==> src/rtl/adbg_jtag_tap_if.sv <==
// rtl/adbg_jtag_tap_if.sv - JTAG pin and debug strobe bundle around the TAP controller
interface adbg_jtag_tap_if;
  logic tms_i;
  logic tdi_i;
  logic tdo_o;
  logic tdo_oe_o;
  logic debug_tdo_i;
  logic test_logic_reset_o;
  logic run_test_idle_o;
  logic shift_dr_o;
  logic pause_dr_o;
  logic update_dr_o;
  logic capture_dr_o;
  logic debug_select_o;

  modport master (
    output tms_i, tdi_i, debug_tdo_i,
    input  tdo_o, tdo_oe_o, test_logic_reset_o, run_test_idle_o,
           shift_dr_o, pause_dr_o, update_dr_o, capture_dr_o, debug_select_o
  );

  modport slave (
    input  tms_i, tdi_i, debug_tdo_i,
    output tdo_o, tdo_oe_o, test_logic_reset_o, run_test_idle_o,
           shift_dr_o, pause_dr_o, update_dr_o, capture_dr_o, debug_select_o
  );
endinterface

==> src/rtl/adbg_jtag_tap.sv <==
// rtl/adbg_jtag_tap.sv - IEEE 1149.1 TAP controller feeding the advanced debug interface
module adbg_jtag_tap #(
  parameter int                  IR_WIDTH     = 4,
  parameter logic [31:0]         IDCODE_VALUE = 32'h149511C3,
  parameter logic [IR_WIDTH-1:0] IDCODE_INSTR = 4'b0010,
  parameter logic [IR_WIDTH-1:0] DEBUG_INSTR  = 4'b1000,
  parameter logic [IR_WIDTH-1:0] BYPASS_INSTR = 4'b1111
) (
  input  logic                tck_i,
  input  logic                trstn_i,
  adbg_jtag_tap_if.slave      jtag
);

  typedef enum logic [3:0] {
    TLR, RTI, SEL_DR, CAP_DR, SH_DR, EX1_DR, PAU_DR, EX2_DR, UPD_DR,
    SEL_IR, CAP_IR, SH_IR, EX1_IR, PAU_IR, EX2_IR, UPD_IR
  } state_e;

  localparam logic [IR_WIDTH-1:0] IR_CAPTURE = {{(IR_WIDTH-1){1'b0}}, 1'b1};

  state_e              state_q, state_d;
  logic [IR_WIDTH-1:0] ir_shift_q, ir_shift_d;
  logic [IR_WIDTH-1:0] ir_latched_q, ir_latched_d;
  logic [31:0]         idcode_q, idcode_d;
  logic                bypass_q, bypass_d;
  logic                debug_select_q, debug_select_d;
  logic                tdo_q, tdo_d;
  logic                tdo_oe_q, tdo_oe_d;

  logic sel_idcode, sel_debug, sel_bypass;

  always_ff @(posedge tck_i or negedge trstn_i) begin
    if (!trstn_i) begin
      state_q <= TLR;
    end else begin
      state_q <= state_d;
    end
  end

  always_comb begin
    state_d = state_q;
    unique case (state_q)
      TLR:    state_d = jtag.tms_i ? TLR    : RTI;
      RTI:    state_d = jtag.tms_i ? SEL_DR : RTI;
      SEL_DR: state_d = jtag.tms_i ? SEL_IR : CAP_DR;
      CAP_DR: state_d = jtag.tms_i ? EX1_DR : SH_DR;
      SH_DR:  state_d = jtag.tms_i ? EX1_DR : SH_DR;
      EX1_DR: state_d = jtag.tms_i ? UPD_DR : PAU_DR;
      PAU_DR: state_d = jtag.tms_i ? EX2_DR : PAU_DR;
      EX2_DR: state_d = jtag.tms_i ? UPD_DR : SH_DR;
      UPD_DR: state_d = jtag.tms_i ? SEL_DR : RTI;
      SEL_IR: state_d = jtag.tms_i ? TLR    : CAP_IR;
      CAP_IR: state_d = jtag.tms_i ? EX1_IR : SH_IR;
      SH_IR:  state_d = jtag.tms_i ? EX1_IR : SH_IR;
      EX1_IR: state_d = jtag.tms_i ? UPD_IR : PAU_IR;
      PAU_IR: state_d = jtag.tms_i ? EX2_IR : PAU_IR;
      EX2_IR: state_d = jtag.tms_i ? UPD_IR : SH_IR;
      UPD_IR: state_d = jtag.tms_i ? SEL_DR : RTI;
      default: state_d = TLR;
    endcase
  end

  always_comb begin
    jtag.test_logic_reset_o = (state_q == TLR);
    jtag.run_test_idle_o    = (state_q == RTI);
    jtag.shift_dr_o         = (state_q == SH_DR);
    jtag.pause_dr_o         = (state_q == PAU_DR);
    jtag.update_dr_o        = (state_q == UPD_DR);
    jtag.capture_dr_o       = (state_q == CAP_DR);
    jtag.debug_select_o     = debug_select_q;
    jtag.tdo_o              = tdo_q;
    jtag.tdo_oe_o           = tdo_oe_q;
  end

  // Unlisted opcodes fall back to BYPASS so an unknown IR never breaks the scan chain.
  always_comb begin
    sel_idcode = (ir_latched_q == IDCODE_INSTR);
    sel_debug  = (ir_latched_q == DEBUG_INSTR);
    sel_bypass = (ir_latched_q == BYPASS_INSTR) || !(sel_idcode || sel_debug);
  end

  always_comb begin
    ir_shift_d   = ir_shift_q;
    ir_latched_d = ir_latched_q;
    idcode_d     = idcode_q;
    bypass_d     = bypass_q;

    case (state_q)
      CAP_IR: ir_shift_d = IR_CAPTURE;
      SH_IR:  ir_shift_d = {jtag.tdi_i, ir_shift_q[IR_WIDTH-1:1]};
      UPD_IR: ir_latched_d = ir_shift_q;
      CAP_DR: begin
        bypass_d = 1'b0;
        if (sel_idcode) idcode_d = IDCODE_VALUE;
      end
      SH_DR: begin
        bypass_d = jtag.tdi_i;
        if (sel_idcode) idcode_d = {jtag.tdi_i, idcode_q[31:1]};
      end
      default: ;
    endcase

    // Forcing on entry keeps IDCODE latched for every cycle spent in Test-Logic-Reset.
    if (state_d == TLR) ir_latched_d = IDCODE_INSTR;
    debug_select_d = (ir_latched_d == DEBUG_INSTR);
  end

  always_comb begin
    tdo_d    = tdo_q;
    tdo_oe_d = 1'b0;
    if (state_q == SH_IR) begin
      tdo_d    = ir_shift_q[0];
      tdo_oe_d = 1'b1;
    end else if (state_q == SH_DR) begin
      tdo_oe_d = 1'b1;
      if (sel_idcode)      tdo_d = idcode_q[0];
      else if (sel_debug)  tdo_d = jtag.debug_tdo_i;
      else if (sel_bypass) tdo_d = bypass_q;
    end
  end

  always_ff @(posedge tck_i or negedge trstn_i) begin
    if (!trstn_i) begin
      ir_shift_q     <= '0;
      ir_latched_q   <= IDCODE_INSTR;
      idcode_q       <= IDCODE_VALUE;
      bypass_q       <= 1'b0;
      debug_select_q <= 1'b0;
    end else begin
      ir_shift_q     <= ir_shift_d;
      ir_latched_q   <= ir_latched_d;
      idcode_q       <= idcode_d;
      bypass_q       <= bypass_d;
      debug_select_q <= debug_select_d;
    end
  end

  // TDO launches on the falling edge so the receiver samples it on the next rising edge.
  always_ff @(negedge tck_i or negedge trstn_i) begin
    if (!trstn_i) begin
      tdo_q    <= 1'b0;
      tdo_oe_q <= 1'b0;
    end else begin
      tdo_q    <= tdo_d;
      tdo_oe_q <= tdo_oe_d;
    end
  end

endmodule

==> src/flat_wrapper.sv <==
// flat-port wrapper written by rule: the top's interface ports become plain ports
module adbg_jtag_tap_flat 
#(
  parameter int                  IR_WIDTH     = 4,
  parameter logic [31:0]         IDCODE_VALUE = 32'h149511C3,
  parameter logic [IR_WIDTH-1:0] IDCODE_INSTR = 4'b0010,
  parameter logic [IR_WIDTH-1:0] DEBUG_INSTR  = 4'b1000,
  parameter logic [IR_WIDTH-1:0] BYPASS_INSTR = 4'b1111
)
  (tck_i, trstn_i, jtag_tms_i, jtag_tdi_i, jtag_debug_tdo_i, jtag_tdo_o, jtag_tdo_oe_o, jtag_test_logic_reset_o, jtag_run_test_idle_o, jtag_shift_dr_o, jtag_pause_dr_o, jtag_update_dr_o, jtag_capture_dr_o, jtag_debug_select_o);
  adbg_jtag_tap_if jtag_i ();
  input  logic tck_i;
  input  logic trstn_i;
  input wire logic [$bits(jtag_i.tms_i)-1:0] jtag_tms_i;
  input wire logic [$bits(jtag_i.tdi_i)-1:0] jtag_tdi_i;
  input wire logic [$bits(jtag_i.debug_tdo_i)-1:0] jtag_debug_tdo_i;
  output wire logic [$bits(jtag_i.tdo_o)-1:0] jtag_tdo_o;
  output wire logic [$bits(jtag_i.tdo_oe_o)-1:0] jtag_tdo_oe_o;
  output wire logic [$bits(jtag_i.test_logic_reset_o)-1:0] jtag_test_logic_reset_o;
  output wire logic [$bits(jtag_i.run_test_idle_o)-1:0] jtag_run_test_idle_o;
  output wire logic [$bits(jtag_i.shift_dr_o)-1:0] jtag_shift_dr_o;
  output wire logic [$bits(jtag_i.pause_dr_o)-1:0] jtag_pause_dr_o;
  output wire logic [$bits(jtag_i.update_dr_o)-1:0] jtag_update_dr_o;
  output wire logic [$bits(jtag_i.capture_dr_o)-1:0] jtag_capture_dr_o;
  output wire logic [$bits(jtag_i.debug_select_o)-1:0] jtag_debug_select_o;
  assign jtag_i.tms_i = jtag_tms_i;
  assign jtag_i.tdi_i = jtag_tdi_i;
  assign jtag_i.debug_tdo_i = jtag_debug_tdo_i;
  assign jtag_tdo_o = jtag_i.tdo_o;
  assign jtag_tdo_oe_o = jtag_i.tdo_oe_o;
  assign jtag_test_logic_reset_o = jtag_i.test_logic_reset_o;
  assign jtag_run_test_idle_o = jtag_i.run_test_idle_o;
  assign jtag_shift_dr_o = jtag_i.shift_dr_o;
  assign jtag_pause_dr_o = jtag_i.pause_dr_o;
  assign jtag_update_dr_o = jtag_i.update_dr_o;
  assign jtag_capture_dr_o = jtag_i.capture_dr_o;
  assign jtag_debug_select_o = jtag_i.debug_select_o;
  adbg_jtag_tap #(.IR_WIDTH(IR_WIDTH), .IDCODE_VALUE(IDCODE_VALUE), .IDCODE_INSTR(IDCODE_INSTR), .DEBUG_INSTR(DEBUG_INSTR), .BYPASS_INSTR(BYPASS_INSTR)) u_core (.tck_i(tck_i), .trstn_i(trstn_i), .jtag(jtag_i));
endmodule
==> config.mk <==
export PLATFORM = sky130hd
export DESIGN_NAME = adbg_jtag_tap_flat
export DESIGN_NICKNAME = d
export VERILOG_FILES = /design/src/rtl/adbg_jtag_tap_if.sv /design/src/rtl/adbg_jtag_tap.sv /design/src/flat_wrapper.sv
export SDC_FILE = /design/constraint.sdc
export NUM_CORES = 1
export LEC_CHECK = 0
export ABC_CLOCK_PERIOD_IN_PS = 1700
export CELL_PAD_IN_SITES_DETAIL_PLACEMENT = 0
export CELL_PAD_IN_SITES_GLOBAL_PLACEMENT = 1
export CORE_MARGIN = 3
export CORE_UTILIZATION = 42
export CTS_CLUSTER_DIAMETER = 200
export DETAILED_ROUTE_END_ITERATION = 8
export GPL_TIMING_DRIVEN = 0
export PLACE_DENSITY = 0.76
export SETUP_SLACK_MARGIN = 0.05
export SKIP_LAST_GASP = 1
export SYNTH_ARGS = -nofsm -noshare
export SYNTH_HDL_FRONTEND = slang
export SYNTH_SLANG_ARGS = --single-unit
==> constraint.sdc <==
create_clock -name tck_i -period 1.7 [get_ports tck_i]
set_input_delay 0.425 -clock tck_i [delete_from_list [all_inputs] [get_ports tck_i]]
set_output_delay 0.425 -clock tck_i [all_outputs]
set_load 0.01 [all_outputs]
After elaboration in Yosys (flattened, before gate mapping):

Cells that the tools add are included.

* bits in registers: 48
* bits of input ports: 5

* equality and inequality tests: 21
* multiplexer cells: 27
* reductions and logical operators: 14

Operators with widths (count)
* two-way mux 32 bit: 2
* case mux 32 bit (2 select lines): 1
* case mux 4 bit (12 select lines): 1
* equality test 4 bit, second input constant: 11
* two-way mux 4 bit: 6
* equality test 4 x 3 -> 1 bit, second input constant: 4
* equality test 4 x 2 -> 1 bit, second input constant: 3
* two-way mux 1 bit: 10
* zero test 4 bit: 2
* case mux 4 bit (2 select lines): 1
* two-way mux 2 bit: 3
* two-way mux 3 bit: 2
* nonzero test 2 bit: 3
* equality test 4 x 1 -> 1 bit, second input constant: 1
* != test 2 x 1 -> 1 bit, second input constant: 2
* nonzero test 4 bit: 1
* OR reduction 2 bit: 2
* AND reduction 3 bit: 1
* OR reduction 3 bit: 1
* logical OR 1 bit: 2
* case mux 1 bit (2 select lines): 1
* AND reduction 2 bit: 1
* zero test 1 bit: 1

Logic depth before layout (Yosys ltp):

Gate-level depths: netlist (run 1).

* depth after elaboration: 9
* gate-level depth with buffers: 6

==> results of run 1 <==
[worst reg2reg max path, cell delays in order (launching register included)]
cell	delay (ns)
dfstp_2	0.55
or4b_4	0.47
o221ai_2	0.17
o32ai_1	0.10
[cell usage after synthesis]
master and instances:
nor3_1 8, or4b_4 1, o21ai_0 7, or2_2 1, dfrtn_1 2, nor2_1 12, or3_4 1, o221ai_1 2
inv_1 3, clkbuf_1 7, a211oi_1 2, mux2_2 1, and3b_1 1, o221a_2 1, nor4_1 2, nor2b_1 5
nand4_1 1, o211ai_1 1, nand3_1 3, and4_1 1, o22ai_1 1, nand2b_1 4, nand2_1 15, a21oi_1 9
and2_1 1, buf_6 2, mux2i_1 4, buf_1 2, o32ai_1 1, xor2_1 1, dfstp_2 13, dfrtp_1 33
o22a_1 12, a22o_1 21, buf_2 4
[cell families (layout without fill, tap and decap cells)]
family	Yosys count	count (layout)	synth area share (%)
compound gates	57	57	20.9
simple gates	56	56	13.7
flops	48	48	58.3
buf+inv	18	71	4.20
mux	5	5	2.46
xor+xnor	1	1	0.420
[power breakdown]
| group | internal (uW) | switching [uW] |
|---|---|---|
| Sequential | 1700 | 297 |
| Clock | 437 | 368 |
| Combinational | 1800 | 1460 |
[routing by layer]
metal  vias up  wire, um  global-route usage, %
met5         -         0                      0
met1       826      2090                   20.8
met4         0        75                   7.79
met3         6       152                   3.07
li1        781         -                      -
met2        30      2600                   29.7
[metrics by stage]
| step | worst slack (ns) | power, uW |
|---|---|---|
| global placement | -1.74 | 4050 |
| CTS | -0.595 | 5670 |
| floorplan | -0.563 | 3560 |
| finish | -0.601 | 6070 |
| global route | -0.620 | 6460 |
| detailed placement | -0.642 | 4140 |
[timing repair]
item | in CTS | in global routing
pin swaps | 4 | 7
endpoints found under the setup margin | 43 | 44
resized for setup | 68 | 18
setup buffers | 21 | 8
gates cloned | 1 | 2
[flip-flops by register name (all words and copies together) (netlist names)]
name / flops
u_core.idcode_q: 32
u_core.ir_latched_q: 4
u_core.ir_shift_q: 4
u_core.state_q: 4
u_core.bypass_q: 1
u_core.jtag.debug_select_o: 1
u_core.jtag.tdo_o: 1
u_core.jtag.tdo_oe_o: 1
[cell type report]
cell class                 count  area [um^2]  area share (%)
timing repair buffer          45          395            13.6
tap                           67         83.8            2.89
sequential                    48         1220            41.9
buffer                        15          171            5.91
clock buffer                   6         72.6            2.50
multi-input combinational    119          911            31.4
inverter                       3         16.3           0.560
clock inverter                 2         35.0            1.21
[cell usage in the layout (no fill, tap or decap), drive strengths merged]
master	instances
buf	52
dfrtp	33
a22o	21
nand2	15
dfstp	13
o22a	12
nor2	12
clkbuf	11
a21oi	9
nor3	8
o21ai	7
nor2b	5
mux2i	4
nand2b	4
inv	3
nand3	3
a211oi	2
nor4	2
clkdlybuf4s50	2
dfrtn	2
o221ai	2
and2	1
o221a	1
xor2	1
mux2	1
o211ai	1
nand4	1
and4	1
or4b	1
and3b	1
or3	1
or2	1
o22ai	1
o32ai	1
bufinv	1
clkinv	1
dlymetal6s2s	1
[path summary, 6_finish.rpt]
kind | cells past startpoint | start | slack [ns] | endpoint
worst max-delay path | 3 | u_core.ir_latched_q[1] | -0.60 | u_core.jtag.tdo_o
worst min-delay path | 1 | trstn_i | 0.01 | u_core.idcode_q[3]
worst max register to register | 3 | u_core.ir_latched_q[1] | -0.60 | u_core.jtag.tdo_o
worst min register to register | 1 | u_core.idcode_q[14] | 0.51 | u_core.idcode_q[14]
max in group asynchronous | 2 | trstn_i | 0.42 | u_core.jtag.tdo_oe_o
min in group tck_i | 1 | u_core.idcode_q[14] | 0.51 | u_core.idcode_q[14]
==> impl_metrics.py, run 1 <==
metrics = {
    "clock_network": {
        "hold_buffers": 0,
        "clock_sinks": 48,
        "cts-root-buf": "clkbuf_8",
        "clk_pin_slew_worst_paths_ns": 0.09,
        "cts_tree": "yes",
        "cts_made_buffers": 5,
        "clock_path_buffers": 2,
        "clk_latency_ns": 0.30,
        "htreeDepth": 2,
    },
    "floorplanning": {
        "initial_utilization_pct": 43.9,
        "fp.dieH_um": 76.5,
        "die-area_um2": 5850,
        "io_pins": 14,
        "coreArea_um2": 4750,
        "row_count": 25,
        "dieWidth_um": 76.5,
    },
    "setup_path": {
        "cpPeakStageDelay_ns": 0.55,
        "crit_path_max_fanout": 2,
        "critPathLaunchType": "register",
        "cp.required_ns": 0.99,
        "critPathTopFamily": "flip-flops",
        "crit_chain": "or4b_4 > o221ai_2 > o32ai_1",
        "crit_path_top_delay_cell": "dfstp_2",
        "path_class": "register to register",
        "crit_path_end_kind": "register",
        "path_buf_inv": 0,
        "cp.arrival_ns": 1.59,
    },
    "synth": {
        "ys_ff_latch": 48,
        "netlist_area_um2": 2090,
        "syn-instance-count": 185,
        "synth.top_cell.area_share_pct": 39.6,
        "yosysTopAreaCell": "dfrtp_1",
        "syn-num-nets": 190,
        "post_synth.cell_area_avg_um2": 11.3,
        "ys_types": 35,
        "ys_top_cells_by_area": "dfrtp_1 40%, dfstp_2 16%, a22o_1 8.8%, o22a_1 5.0%, nand2_1 2.7%",
        "ys_warn_count": 0,
        "ys_seq_area_share_pct": 58.3,
    },
    "detailed_routing": {
        "post_drt_wl_per_cell_um": 16.1,
        "drt_iter0_drc": 59,
        "routed_wl_um": 4920,
        "via_count": 1643,
        "via_per_inst": 5.39,
        "ant_nets": 0,
        "drt_first_pass_iters": 5,
        "drt_drc_violations_left": 0,
    },
    "global_routing": {
        "grt_pass1_vias": 1689,
        "overflow": 0,
        "grt_pass1_wl_um": 7940,
        "antenna_found_initial": 0,
        "grt_max_degree": 35,
        "grt.total_usage_pct": 17.2,
    },
    "timing": {
        "drv_slew": 0,
        "rsz0062_at_grt": "yes",
        "relSlewSlack_pct": 67.5,
        "setup_viol": 42,
        "finalHoldViolCount": 0,
        "finClkSkew_ns": 0.00930,
        "finalSetupTns_ns": -18.55,
        "hold_ws_ns": 0.0148,
        "setup_ws_ns": -0.601,
        "tightest_slew_ns": 0.487,
    },
    "hold_path": {
        "hold_class": "input pin to async pin",
    },
    "cells_and_area": {
        "nets": 242,
        "final_util_pct": 61.1,
        "fill_cells": 396,
        "diodes": 0,
        "instances_no_fill": 305,
        "fin_area_um2": 2900,
        "area_delta_synth_final_pct": 39.1,
        "drive_gt1_share_pct": 41.2,
    },
    "outcome": {
        "failed_checks": "setup timing",
        "outcome": "complete, but fails checks",
    },
    "power_and_ir_drop": {
        "powerDensity_nw_per_um2": 2090,
        "irDropWorstVdd_mv": 1.02,
        "leakagePower_uw": 0.00136,
    },
    "placement": {
        "port_buffers": 12,
        "dp.cells": 265,
        "placed_area_um2": 2370,
        "hpwl_um": 3000,
        "place.gp.congestion": 0.842,
    },
    "flow_run": {
        "maxCapViolCount": 0,
    },
}
No activity file was read; power rests on OpenSTA's default activity.
==> inputs of run 2 (changes only) <==
==> constraint.sdc (replaced) <==
create_clock -name tck_i -period 1.7 [get_ports tck_i]
set_input_delay 0.51 -clock tck_i [delete_from_list [all_inputs] [get_ports tck_i]]
set_output_delay 0.51 -clock tck_i [all_outputs]
set_load 0.01 [all_outputs]
==> run 2 against run 1 <==
Against the previous run: the flow still finishes with violations (setup timing); setup slack improved by 0.034 ns; largest power group unchanged; via count increased by 3.1%; core utilization is 0.53 points higher; critical endpoint unchanged.
==> impl_metrics.py, run 2 (same netlist as run 1, synthesis figures left out) <==
metrics = {
    "outcome": {
        "outcome": "complete, but fails checks",
        "failed_checks": "setup timing",
    },
    "setup_path": {
        "crit_path_max_fanout": 2,
        "critPathLaunchType": "register",
        "path_class": "register to register",
        "cp.required_ns": 0.99,
        "rr_worst_depth": 3,
        "cp.arrival_ns": 1.55,
        "crit_path_end_kind": "register",
    },
    "power_and_ir_drop": {
        "powerDensity_nw_per_um2": 2070,
        "leakagePower_uw": 0.00135,
        "irDropWorstVdd_mv": 0.950,
    },
    "cells_and_area": {
        "instances_no_fill": 308,
        "drive_gt1_share_pct": 42.7,
        "fill_cells": 400,
        "area_delta_synth_final_pct": 40.3,
        "largest_register": "u_core.idcode_q",
        "mostFrequentLayoutCells": "33 x dfrtp_1, 23 x buf_4, 21 x a22o_1, 19 x buf_6",
        "final_common_cell": "dfrtp_1",
        "largest_reg_flops": 32,
        "nets": 245,
        "diodes": 0,
    },
    "global_routing": {
        "overflow": 0,
        "grt_pass1_wl_um": 8530,
        "antenna_found_initial": 0,
        "grt_max_degree": 41,
        "grt_pass1_vias": 1786,
        "grt.total_usage_pct": 18.0,
    },
    "detailed_routing": {
        "drt_first_pass_iters": 4,
        "drt_drc_violations_left": 0,
        "via_count": 1694,
        "drt_iter0_drc": 162,
        "routed_wl_um": 5200,
        "ant_nets": 0,
        "via_per_inst": 5.50,
        "post_drt_wl_per_cell_um": 16.9,
    },
    "placement": {
        "dp.cells": 265,
        "place.gp.congestion": 0.845,
        "port_buffers": 12,
        "hpwl_um": 2970,
        "post-place-ws_ns": -0.648,
    },
    "timing": {
        "finalHoldViolCount": 0,
        "drv_slew": 0,
        "setup_viol": 42,
        "setup_ws_ns": -0.567,
        "finClkSkew_ns": 0.0133,
        "hold_ws_ns": 0.0699,
        "tightest_slew_ns": 0.450,
        "rsz0062_at_grt": "yes",
        "relSlewSlack_pct": 70.0,
    },
    "clock_network": {
        "cts-root-buf": "clkbuf_8",
        "clk_pin_slew_worst_paths_ns": 0.09,
        "clock_path_buffers": 2,
        "cts_tree": "yes",
        "hold_buffers": 0,
        "clk_latency_ns": 0.30,
        "cts_made_buffers": 5,
        "clock_sinks": 48,
        "htreeDepth": 2,
    },
    "floorplanning": {
        "row_count": 25,
        "initial_utilization_pct": 43.9,
        "io_pins": 14,
        "coreArea_um2": 4750,
        "die-area_um2": 5850,
        "fp.dieH_um": 76.5,
        "dieWidth_um": 76.5,
    },
    "hold_path": {
        "hold_class": "input pin to async pin",
    },
    "flow_run": {
        "maxCapViolCount": 0,
    },
}
run 2: final timing paths:
path	startpoint	to	slack (ns)
worst max-delay path	u_core.ir_latched_q[1]	u_core.jtag.tdo_o	-0.57
worst min register to register	u_core.idcode_q[30]	u_core.idcode_q[29]	0.51
worst min-delay path	trstn_i	u_core.state_q[2]	0.07
max in group asynchronous	trstn_i	u_core.jtag.tdo_o	0.42
worst max register to register	u_core.ir_latched_q[1]	u_core.jtag.tdo_o	-0.57
min in group tck_i	u_core.idcode_q[30]	u_core.idcode_q[29]	0.51
run 2: area by class of cell:
type | instances | area (um^2) | share of cell area (%)
Sequential cell | 48 | 1220 | 41.6
Multi-Input combinational cell | 119 | 931 | 31.8
Timing Repair Buffer | 48 | 414 | 14.1
Buffer | 15 | 184 | 6.28
Tap cell | 67 | 83.8 | 2.86
Clock buffer | 7 | 76.3 | 2.61
Inverter | 3 | 16.3 | 0.556
Clock inverter | 1 | 5.00 | 0.171
run 2: where the power goes:
part / leakage (uW) / switching (uW) / internal (uW) / total (uW)
Clock: 0.0000422 / 343 / 289 / 632
Combinational: 0.000707 / 1560 / 1850 / 3410
Sequential: 0.000597 / 309 / 1700 / 2010
Total: 0.00135 / 2210 / 3850 / 6060
run 2: critical path, cell delays in order (launching register included):
cell	delay (ns)
dfstp_2	0.54
or4b_4	0.47
o221ai_2	0.17
o32ai_1	0.09
run 2: per-stage QoR:
step	total power, uW	cell area [um^2]	util, %	setup TNS [ns]
after global routing	6460	2930	61.6	-19.35
after floorplan	3580	2160	-	-3.43
after detailed placement	4160	2380	50.1	-10.25
final	6060	2930	61.6	-17.13
after CTS	5630	2770	58.2	-17.12
after global placement	4080	2370	49.8	-56.72
run 2: timing repair:
| item | in CTS | in global routing |
|---|---|---|
| endpoints found under the hold margin | 0 | 0 |
| setup endpoints to repair | 43 | 43 |
| setup buffers | 21 | 10 |
| gates resized for setup | 76 | 23 |
| cloned | 4 | 0 |
| pin swaps | 5 | 21 |
run 2: per-layer routing:
metal	vias to the layer above	share of wire, %	routed length (um)	track usage (%)
met3	7	2.5	129	3.07
li1	782	-	-	-
met2	37	54	2790	31.9
met4	0	1.2	62	5.80
met5	-	0	0	0
met1	868	43	2220	22.2
==> inputs of run 3 (changes only) <==
Settings changed: SLEW_MARGIN set to 20.
==> run 3 against run 2 <==
Against the previous run: the flow still finishes with violations (setup timing); setup slack got worse by 0.0055 ns; register-to-register slack about the same; core utilization up 2.6 points; combinational power up 6%; hold slack improved by 0.15 ns; global-route usage increased by 0.26 points; die area unchanged; clock power grew 39%; clock skew up 0.0016 ns; first-iteration DRC count is 8.6% lower; highest routed layer unchanged.
==> impl_metrics.py, run 3 (same netlist as run 1, synthesis figures left out) <==
metrics = {
    "outcome": {
        "outcome": "complete, but fails checks",
        "failed_checks": "setup timing",
    },
    "cells_and_area": {
        "drive_gt1_share_pct": 45.2,
        "final_common_cell": "dfrtp_1",
        "mostFrequentLayoutCells": "33 x dfrtp_1, 27 x buf_4, 21 x a22o_1, 20 x buf_6",
        "fill_cells": 378,
        "area_delta_synth_final_pct": 46.2,
        "diodes": 0,
        "largest_register": "u_core.idcode_q",
        "nets": 252,
        "regArea_um2": 1220,
        "largest_reg_flops": 32,
        "multi_input_area_um2": 931,
    },
    "global_routing": {
        "grt_pass1_wl_um": 8510,
        "overflow": 0,
        "grt.total_usage_pct": 18.3,
        "grt_max_degree": 26,
        "grt_pass1_vias": 1763,
        "antenna_found_initial": 0,
    },
    "setup_path": {
        "path_class": "register to register",
        "startpoint": "u_core.ir_latched_q[1]",
        "critPathTopFamily": "flip-flops",
        "worst-r2r-setup-slack_ns": -0.57,
        "crit_chain": "or4b_4 > o221ai_2 > o32ai_1",
        "cpPeakStageDelay_ns": 0.55,
        "cp.required_ns": 1.00,
        "cp.arrival_ns": 1.57,
        "crit_path_max_fanout": 2,
        "crit_path_top_delay_cell": "dfstp_2",
        "path_buf_inv": 0,
        "crit_path_end_kind": "register",
        "critPathLaunchType": "register",
        "r2r_start": "u_core.ir_latched_q[1]",
    },
    "detailed_routing": {
        "ant_nets": 0,
        "via_count": 1731,
        "drt_iter0_drc": 148,
        "via_per_inst": 5.50,
        "drt_drc_violations_left": 0,
        "routed_wl_um": 5350,
        "drt_first_pass_iters": 4,
        "post_drt_wl_per_cell_um": 17.0,
    },
    "timing": {
        "hold_ws_ns": 0.215,
        "finClkSkew_ns": 0.0149,
        "finalHoldViolCount": 0,
        "relSlewSlack_pct": 58.9,
        "setup_viol": 42,
        "setup_ws_ns": -0.573,
        "tightest_slew_ns": 0.617,
        "drv_slew": 0,
        "rsz0062_at_grt": "yes",
    },
    "floorplanning": {
        "fp.dieH_um": 76.5,
        "row_count": 25,
        "die-area_um2": 5850,
        "initial_utilization_pct": 43.9,
        "coreArea_um2": 4750,
        "dieWidth_um": 76.5,
        "io_pins": 14,
    },
    "power_and_ir_drop": {
        "powerDensity_nw_per_um2": 2130,
        "leakagePower_uw": 0.00142,
        "total_power_uw": 6490,
        "p_int_uw": 4220,
        "p_sw_uw": 2270,
        "irDropWorstVdd_mv": 0.968,
        "p_comb_share_pct": 55.5,
        "seqPwrFrac_pct": 31.0,
        "p_sw_share_pct": 35.0,
        "p_clk_share_pct": 13.6,
    },
    "clock_network": {
        "clk_latency_ns": 0.30,
        "clk_pin_slew_worst_paths_ns": 0.09,
        "clock_sinks": 48,
        "htreeDepth": 2,
        "cts_made_buffers": 5,
        "cts_tree": "yes",
        "cts-root-buf": "clkbuf_8",
        "hold_buffers": 0,
        "clock_path_buffers": 2,
    },
    "flow_run": {
        "maxCapViolCount": 0,
    },
    "placement": {
        "place.gp.congestion": 0.845,
        "hpwl_um": 3020,
        "port_buffers": 12,
    },
    "hold_path": {
        "hold_class": "input pin to async pin",
    },
}
-- run 3: cell count changes in the layout (fill, tap and decap cells not counted), moves of 2 or more --
| cell | change |
|---|---|
| buf_4 | +4 |
| buf_8 | +3 |
| clkbuf_1 | -2 |
| nor3_2 | +2 |
| nor3_4 | -2 |
-- run 3: worst reg2reg max path, delay by kind of cell, from the launching register on --
kind	cells	cell delay, ns
compound gates	2	0.26
flops	1	0.55
simple gates	1	0.47
-- run 3: final timing paths --
kind | end | depth (start not counted)
max | u_core.jtag.tdo_o | 3
min | u_core.bypass_q | 1
max reg2reg | u_core.jtag.tdo_o | 3
min reg2reg | u_core.idcode_q[31] | 1
max in group asynchronous | u_core.jtag.tdo_oe_o | 1
min in group tck_i | u_core.idcode_q[31] | 1
-- run 3: cell type report --
cell class	instances	share of cell area (%)
flip-flops and latches	48	39.9
multi-input cells	119	30.5
repair buffers	57	17.2
plain buffers	13	4.88
clock buffers	7	3.16
well taps	67	2.75
clock inverters	1	0.984
inverters	3	0.615
-- run 3: timing repair --
action                                 4_1_cts  5_1_grt
setup buffers                               22       18
gates cloned                                 4        0
pin swaps                                    5       19
endpoints found under the hold margin        0        0
gates resized for setup                     77       29
setup endpoints to repair                   43       43
-- run 3: metrics by stage --
stage / area, um^2 / TNS [ns] / cells / setup WS (ns) / utilization [%]
finish: 3050 / -17.44 / 315 / -0.573 / 64.2
global route: 3050 / -19.11 / 315 / -0.603 / 64.2
CTS: 2830 / -17.48 / 299 / -0.576 / 59.4
detailed placement: 2390 / -10.43 / 265 / -0.648 / 50.3
global placement: 2370 / -56.72 / 264 / -1.81 / 49.8
floorplan: 2160 / -3.43 / 185 / -0.563 / -
-- run 3: power groups by stage --
stage / registers (uW) / logic (uW) / clock network [uW]
floorplan: 1940 / 1650 / 0
detailed placement: 2020 / 2140 / 0
CTS: 2000 / 3010 / 897
finish: 2010 / 3600 / 881
global route: 2060 / 3870 / 967
global placement: 2000 / 2080 / 0
-- run 3: metal layers --
| metal | vias up | track usage (%) | part of all wire, % |
|---|---|---|---|
| met1 | 867 | 21.5 | 41 |
| met5 | - | 0 | 0 |
| met3 | 18 | 4.96 | 4.1 |
| li1 | 796 | - | - |
| met4 | 0 | 5.98 | 2.5 |
| met2 | 50 | 32.1 | 52 |
